--- src/rtl/cordic_vec_ctrl.sv ---
// cordic_vec_ctrl
// Sequencing controller for iterative CORDIC vectoring. It drives one shared,
// external combinational ALU (ADD/SUB/NOP). Each micro-rotation uses three ALU
// cycles, in the order x, y, z. The block returns the scaled magnitude and the
// angle (Q3.13 radians).
//
// Optional feature: define CORDIC_QUAD_CORR_EN to add the PRE_X/PRE_Y
// pre-rotation. This gives the full +/-pi angle range.
//
// Ports
//   clk, rst        rising-edge clock, synchronous active-high reset
//   start           request, sampled only in IDLE
//   x_in, y_in      signed input vector, captured on the accepted start
//   busy            high whenever the FSM is not IDLE
//   done            one-cycle pulse, results valid
//   x_out/y_out/z_out  x/y/z registers, held until the next accepted start
//   alu_op          0=ADD 1=SUB 2=NOP
//   alu_a, alu_b    ALU operands (combinational from state and registers)
//   alu_result      combinational ALU result, registered in the same cycle
//
// Handshake: start is accepted on any rising edge where the FSM is IDLE and
// start=1. While busy (including the DONE cycle) start is ignored and is not
// queued. done is high for exactly the one cycle in which the results are
// final.

`ifndef WORD_WIDTH
`define WORD_WIDTH 16
`endif

module cordic_vec_ctrl #(
  parameter int WORD_WIDTH = `WORD_WIDTH,
  parameter int ITERATIONS = 12
) (
  input  logic                  clk,
  input  logic                  rst,
  input  logic                  start,
  input  logic [WORD_WIDTH-1:0] x_in,
  input  logic [WORD_WIDTH-1:0] y_in,
  output logic                  busy,
  output logic                  done,
  output logic [WORD_WIDTH-1:0] x_out,
  output logic [WORD_WIDTH-1:0] y_out,
  output logic [WORD_WIDTH-1:0] z_out,
  output logic [1:0]            alu_op,
  output logic [WORD_WIDTH-1:0] alu_a,
  output logic [WORD_WIDTH-1:0] alu_b,
  input  logic [WORD_WIDTH-1:0] alu_result
);

  localparam logic [2:0] S_IDLE  = 3'd0;
`ifdef CORDIC_QUAD_CORR_EN
  localparam logic [2:0] S_PRE_X = 3'd1;
  localparam logic [2:0] S_PRE_Y = 3'd2;
  localparam logic signed [WORD_WIDTH-1:0] PI_Q   = WORD_WIDTH'(25736);
  localparam logic signed [WORD_WIDTH-1:0] NEG_PI = -PI_Q;
`endif
  localparam logic [2:0] S_X_UPD = 3'd3;
  localparam logic [2:0] S_Y_UPD = 3'd4;
  localparam logic [2:0] S_Z_UPD = 3'd5;
  localparam logic [2:0] S_DONE  = 3'd6;

  localparam logic [1:0] OP_ADD = 2'd0;
  localparam logic [1:0] OP_SUB = 2'd1;
  localparam logic [1:0] OP_NOP = 2'd2;

  localparam logic [3:0] LAST_I = 4'(ITERATIONS - 1);

  logic [2:0]                   state;
  logic signed [WORD_WIDTH-1:0] x_r, y_r, z_r, x_tmp;
  logic [3:0]                   i_r;
  logic                         d_r;
  logic                         dir;
  logic signed [WORD_WIDTH-1:0] sx, sy;
`ifdef CORDIC_QUAD_CORR_EN
  logic                         x_neg;   // x_in < 0 at the accepted start
  logic                         y_pos;   // y_in >= 0 at the accepted start
`endif

  function automatic logic signed [WORD_WIDTH-1:0] atan_rom(input logic [3:0] idx);
    case (idx)
      4'd0:    return WORD_WIDTH'(6434);
      4'd1:    return WORD_WIDTH'(3798);
      4'd2:    return WORD_WIDTH'(2007);
      4'd3:    return WORD_WIDTH'(1019);
      4'd4:    return WORD_WIDTH'(511);
      4'd5:    return WORD_WIDTH'(256);
      4'd6:    return WORD_WIDTH'(128);
      4'd7:    return WORD_WIDTH'(64);
      4'd8:    return WORD_WIDTH'(32);
      4'd9:    return WORD_WIDTH'(16);
      4'd10:   return WORD_WIDTH'(8);
      4'd11:   return WORD_WIDTH'(4);
      4'd12:   return WORD_WIDTH'(2);
      4'd13:   return WORD_WIDTH'(1);
      default: return '0;
    endcase
  endfunction

  // The direction is decided from the live y in X_UPD. It is then held in d_r
  // so that Y_UPD and Z_UPD use the same decision after y has been rewritten.
  assign dir = (state == S_X_UPD) ? ~y_r[WORD_WIDTH-1] : d_r;
  assign sx  = x_r >>> i_r;
  assign sy  = y_r >>> i_r;

  assign busy  = (state != S_IDLE);
  assign done  = (state == S_DONE);
  assign x_out = x_r;
  assign y_out = y_r;
  assign z_out = z_r;

  always_comb begin
    alu_op = OP_NOP;
    alu_a  = '0;
    alu_b  = '0;
    case (state)
`ifdef CORDIC_QUAD_CORR_EN
      S_PRE_X: if (x_r[WORD_WIDTH-1]) begin
        alu_op = OP_SUB;
        alu_b  = x_r;
      end
      S_PRE_Y: if (x_neg) begin
        alu_op = OP_SUB;
        alu_b  = y_r;
      end
`endif
      S_X_UPD: begin
        alu_op = dir ? OP_ADD : OP_SUB;
        alu_a  = x_r;
        alu_b  = sy;
      end
      S_Y_UPD: begin
        alu_op = dir ? OP_SUB : OP_ADD;
        alu_a  = y_r;
        alu_b  = sx;
      end
      S_Z_UPD: begin
        alu_op = dir ? OP_ADD : OP_SUB;
        alu_a  = z_r;
        alu_b  = atan_rom(i_r);
      end
      default: ;
    endcase
  end

  always_ff @(posedge clk) begin
    if (rst) begin
      state <= S_IDLE;
      x_r   <= '0;
      y_r   <= '0;
      z_r   <= '0;
      x_tmp <= '0;
      i_r   <= '0;
      d_r   <= 1'b0;
`ifdef CORDIC_QUAD_CORR_EN
      x_neg <= 1'b0;
      y_pos <= 1'b0;
`endif
    end else begin
      case (state)
        S_IDLE: if (start) begin
          x_r <= x_in;
          y_r <= y_in;
          z_r <= '0;
          i_r <= '0;
`ifdef CORDIC_QUAD_CORR_EN
          x_neg <= x_in[WORD_WIDTH-1];
          y_pos <= ~y_in[WORD_WIDTH-1];
          state <= S_PRE_X;
`else
          state <= S_X_UPD;
`endif
        end
`ifdef CORDIC_QUAD_CORR_EN
        S_PRE_X: begin
          if (x_r[WORD_WIDTH-1]) x_r <= alu_result;
          state <= S_PRE_Y;
        end
        S_PRE_Y: begin
          // The quadrant decision uses the captured input signs, because x
          // has already been negated in PRE_X.
          if (x_neg) begin
            y_r <= alu_result;
            z_r <= y_pos ? PI_Q : NEG_PI;
          end
          state <= S_X_UPD;
        end
`endif
        S_X_UPD: begin
          // x must stay unchanged until Y_UPD has consumed the old x>>>i.
          x_tmp <= alu_result;
          d_r   <= dir;
          state <= S_Y_UPD;
        end
        S_Y_UPD: begin
          y_r   <= alu_result;
          x_r   <= x_tmp;
          state <= S_Z_UPD;
        end
        S_Z_UPD: begin
          z_r <= alu_result;
          if (i_r == LAST_I) begin
            state <= S_DONE;
          end else begin
            i_r   <= i_r + 4'd1;
            state <= S_X_UPD;
          end
        end
        S_DONE:  state <= S_IDLE;
        default: state <= S_IDLE;
      endcase
    end
  end

endmodule
--- config.mk ---
export PLATFORM = sky130hd
export DESIGN_NAME = cordic_vec_ctrl
export DESIGN_NICKNAME = d
export VERILOG_FILES = /design/src/rtl/cordic_vec_ctrl.sv
export SDC_FILE = /design/constraint.sdc
export NUM_CORES = 1
export LEC_CHECK = 0
export CORE_MARGIN = 2
export CORE_UTILIZATION = 42
export CTS_BUF_LIST = sky130_fd_sc_hd__clkbuf_2 sky130_fd_sc_hd__clkbuf_4 sky130_fd_sc_hd__clkbuf_8
export DETAILED_ROUTE_END_ITERATION = 8
export GPL_TIMING_DRIVEN = 0
export PLACE_DENSITY = 0.71
export SKIP_CTS_REPAIR_TIMING = 1
export SYNTH_ARGS = -nofsm -noshare
export SYNTH_HDL_FRONTEND = slang
export SYNTH_SLANG_ARGS = --single-unit
export TNS_END_PERCENT = 5
--- constraint.sdc ---
create_clock -name clk -period 7 [get_ports clk]
set_input_delay 1.4 -clock clk [delete_from_list [all_inputs] [get_ports clk]]
set_output_delay 1.4 -clock clk [all_outputs]
set_load 0.05 [all_outputs]
==> results.md <==
* Status: completed
* Worst R2R Setup Slack at 4.47 ns
* Syn nets at 671
* Fin crit share at 70.61%
* Synth warn at 0
* Area leader, netlist: dfxtp_1
* Root buf cell: clkbuf_8
* Clk_skew at 0.01540 ns
* Starting Density at 43.33%
* Power Density at 170.3 mW/mm²
* Setup TNS at 0 ns
* Clock power share at 30.1%
* Crit path kind: register to output port
* Hold Crit Class: register to register
* Drt first pass iters at 5
* Final worst path period need at 4.942 ns
* Initial DRC count at 467
* Comb pwr share at 22.7%
* RSZ-0062 raised after global routing: false
* Hold Vio Cnt, Final at 0
* DIE HEIGHT at 112.8 µm
* FF/Latch Area at 0.001702 mm²
* Post-synth top area share at 34.25%
* Die area at 0.01272 mm²
* Area growth from synthesis to layout at 33.97%
* Clock latency on the worst-skew pair at 0.39 ns
* Adder-Cell Fraction of Synth Area at 1.259%
* Sequential area share after synthesis at 34.25%
* Rows at 39
* Worst-Margin Slew at 0.9153 ns
* Io pins at 135
* Commonest non-fill, non-tap cell in the layout: nand2_1
* Clock buffer depth at 2
* Layout net count at 815
* Post-Synth XOR/XNOR Area at 0.3526%
* Post-synth EDFFs at 0
* Max-Cap Viols at 0
* Final setup fails at 0
* Met2 Routed Length at 8786 µm
* Fill cell count at 1,029
* Sequential share of power at 47.2%
* CTS tree: done
* Num CTS Buffers at 9
* DR vias at 5,462
* Number of buffers added on ports at 133
* Most frequent cells in the layout: 150 x nand2_1, 133 x clkdlybuf4s50_1, 85 x dfxtp_1
* Clock sinks at 85
* Mapped Area at 0.004969 mm²
* Multi-input combinational cell area at 0.002998 mm²
* Async SR Flop Fraction at 0%
* Largest net degree at the start of global routing at 16
* Metal3 WL at 1716 µm
* Core area at 0.01147 mm²
* Post-Syn Instances at 615
* Met1 wire length at 7822 µm
* Max-slew violations at 0
* Detailed Route WL at 18,860 µm
* Max H-tree Level at 3
* Number of synthesized register bits at 85
* Static Leakage at 0.002395 µW
* Dpl hpwl at 14,380 µm
* Drt wl/cell at 20.79 µm
* Crit. End Element: output port
* Fmax at 0.2023 GHz
* Initial antenna violation count at 0
* Drt via density at 6.022
* Cell variety after synth at 51
* Routed Antenna Nets at 0
* Horiz. Die Dim at 112.8 µm
* Vias in the first global route at 5,329
* Share of cells above drive strength 1 at 7.853%
* Synth top area cells: dfxtp_1 34%, nand2_1 11%, mux4_2 8.2%
* Syn_area_per_cell at 8.079 µm²
* Main synth FF type: dfxtp_1
* Pint at 738.1 µW
* Compound-Gate Fraction of Synth Area at 20.22%
* Multiplexer share of the synthesized area at 17.05%
* Final core occ at 58.05%
* Clock transition time at the flip-flop clock pins of the worst setup and hold paths at 0.10 ns
* Rel. slew slack at 38.98%
* Net Sw Frac at 34.86%
* GRT overflow at 0
* Largest family of logic cells by synthesized area: simple AND/OR/NAND/NOR gates
* Required @ worst endpoint at 5.60 ns
* Max layer used: met4
* Diodes inserted at 0
* Switching power total at 395.1 µW
* Crit-path max FO at 10
* Startpoint type of the worst setup path: register
* Worst Path Arrival at 3.54 ns
* Post-Synth Simple-Gate Area at 21.46%
* First-pass GRT wire length at 29,280 µm
* DRC Markers at 0
* Peak VDD IR at 0.1108 mV
* Placer Congestion at 0.9347
* All-Layer GR Usage at 29.59%
-- synthesized netlist by cell type, types with 2 or more instances --
| cell type | n |
|---|---|
| clkbuf_1 | 37 |
| o21ai_1 | 2 |
| a21oi_1 | 48 |
| mux2i_1 | 36 |
| nand3_1 | 26 |
| o21a_1 | 2 |
| o22ai_1 | 4 |
| dfxtp_1 | 85 |
| a211oi_2 | 2 |
| buf_2 | 8 |
| xnor2_1 | 2 |
| buf_4 | 2 |
| a31oi_1 | 2 |
| inv_1 | 8 |
| nor3_1 | 8 |
| a311oi_1 | 32 |
| ha_1 | 5 |
| buf_6 | 2 |
| o21ai_0 | 24 |
| o211ai_1 | 4 |
| a311o_1 | 2 |
| buf_1 | 4 |
| a211oi_1 | 2 |
| a32oi_1 | 3 |
| nand3b_1 | 3 |
| and2_1 | 3 |
| and3b_1 | 3 |
| a221o_1 | 6 |
| nand2_1 | 150 |
| a211o_1 | 2 |
| mux4_2 | 18 |
| nor2_1 | 50 |
| a21o_1 | 6 |
| mux2_2 | 6 |
| and3_1 | 2 |
-- path summary, 6_finish.rpt --
| check | from | endpoint | depth (start not counted) |
|---|---|---|---|
| max | i_r[1] | alu_b[1] | 8 |
| min | x_tmp[4] | x_tmp[4] | 2 |
| max reg2reg | i_r[0] | register | 8 |
| min reg2reg | x_tmp[4] | x_tmp[4] | 2 |
-- power groups by stage --
stage | Combinational [µW] | Sequential [µW] | Clock [µW]
global route | 270 | 537 | 360
finish | 257 | 535 | 341
floorplan | 104 | 582 | 0
global placement | 252 | 544 | 0
detailed placement | 254 | 544 | 0
CTS | 255 | 533 | 339
-- worst max-delay path, stage by stage, from the launching register on --
cell and delay [ns]:
dfxtp_1 0.34, buf_2 0.27, buf_2 0.34, clkbuf_1 0.48, mux4_2 0.38, mux2i_1 0.30, o211ai_1 0.12, o22a_1 0.19
clkdlybuf4s50_1 0.72
-- cell families (layout without fill, tap and decap cells) --
family	count (synthesis)	after routing
and+or+nand+nor	251	251
AOI/OAI and AO/OA	148	148
DFF	85	85
buffers and inverters	63	212
muxes	61	61
adders and majority gates	5	5
xor gates and xnor gates	2	2
-- metal layers --
metal  GRT usage, %  up-vias
met1          39.30     2623
met2          47.11      293
met5              0        -
li1               -     2501
met4          11.71        0
met3          6.535       45
-- area by class of cell --
type                       instances  share of cell area [%]
clock buffer                      10                   1.974
inverter                          10                  0.5639
buffer                            53                   3.477
clock inverter                     6                  0.6955
tap                              143                   2.688
timing repair buffer             133                   20.00
sequential                        85                   25.56
multi-input combinational        467                   45.04
-- metrics by stage --
stage / setup WS, ns / area [µm²] / hold slack (ns) / std cells / total power (µW)
2_1_floorplan: 2.831 / 4969 / 0.4367 / 615 / 686.9
3_3_place_gp: 2.546 / 6479 / 0.4417 / 891 / 795.3
3_5_place_dp: 2.463 / 6479 / 0.4483 / 891 / 798.1
4_1_cts: 2.046 / 6656 / 0.4613 / 907 / 1127
5_1_grt: 1.907 / 6656 / 0.4745 / 907 / 1167
6_report: 2.058 / 6656 / 0.4634 / 907 / 1133
Power figures use the tool's default switching activity.
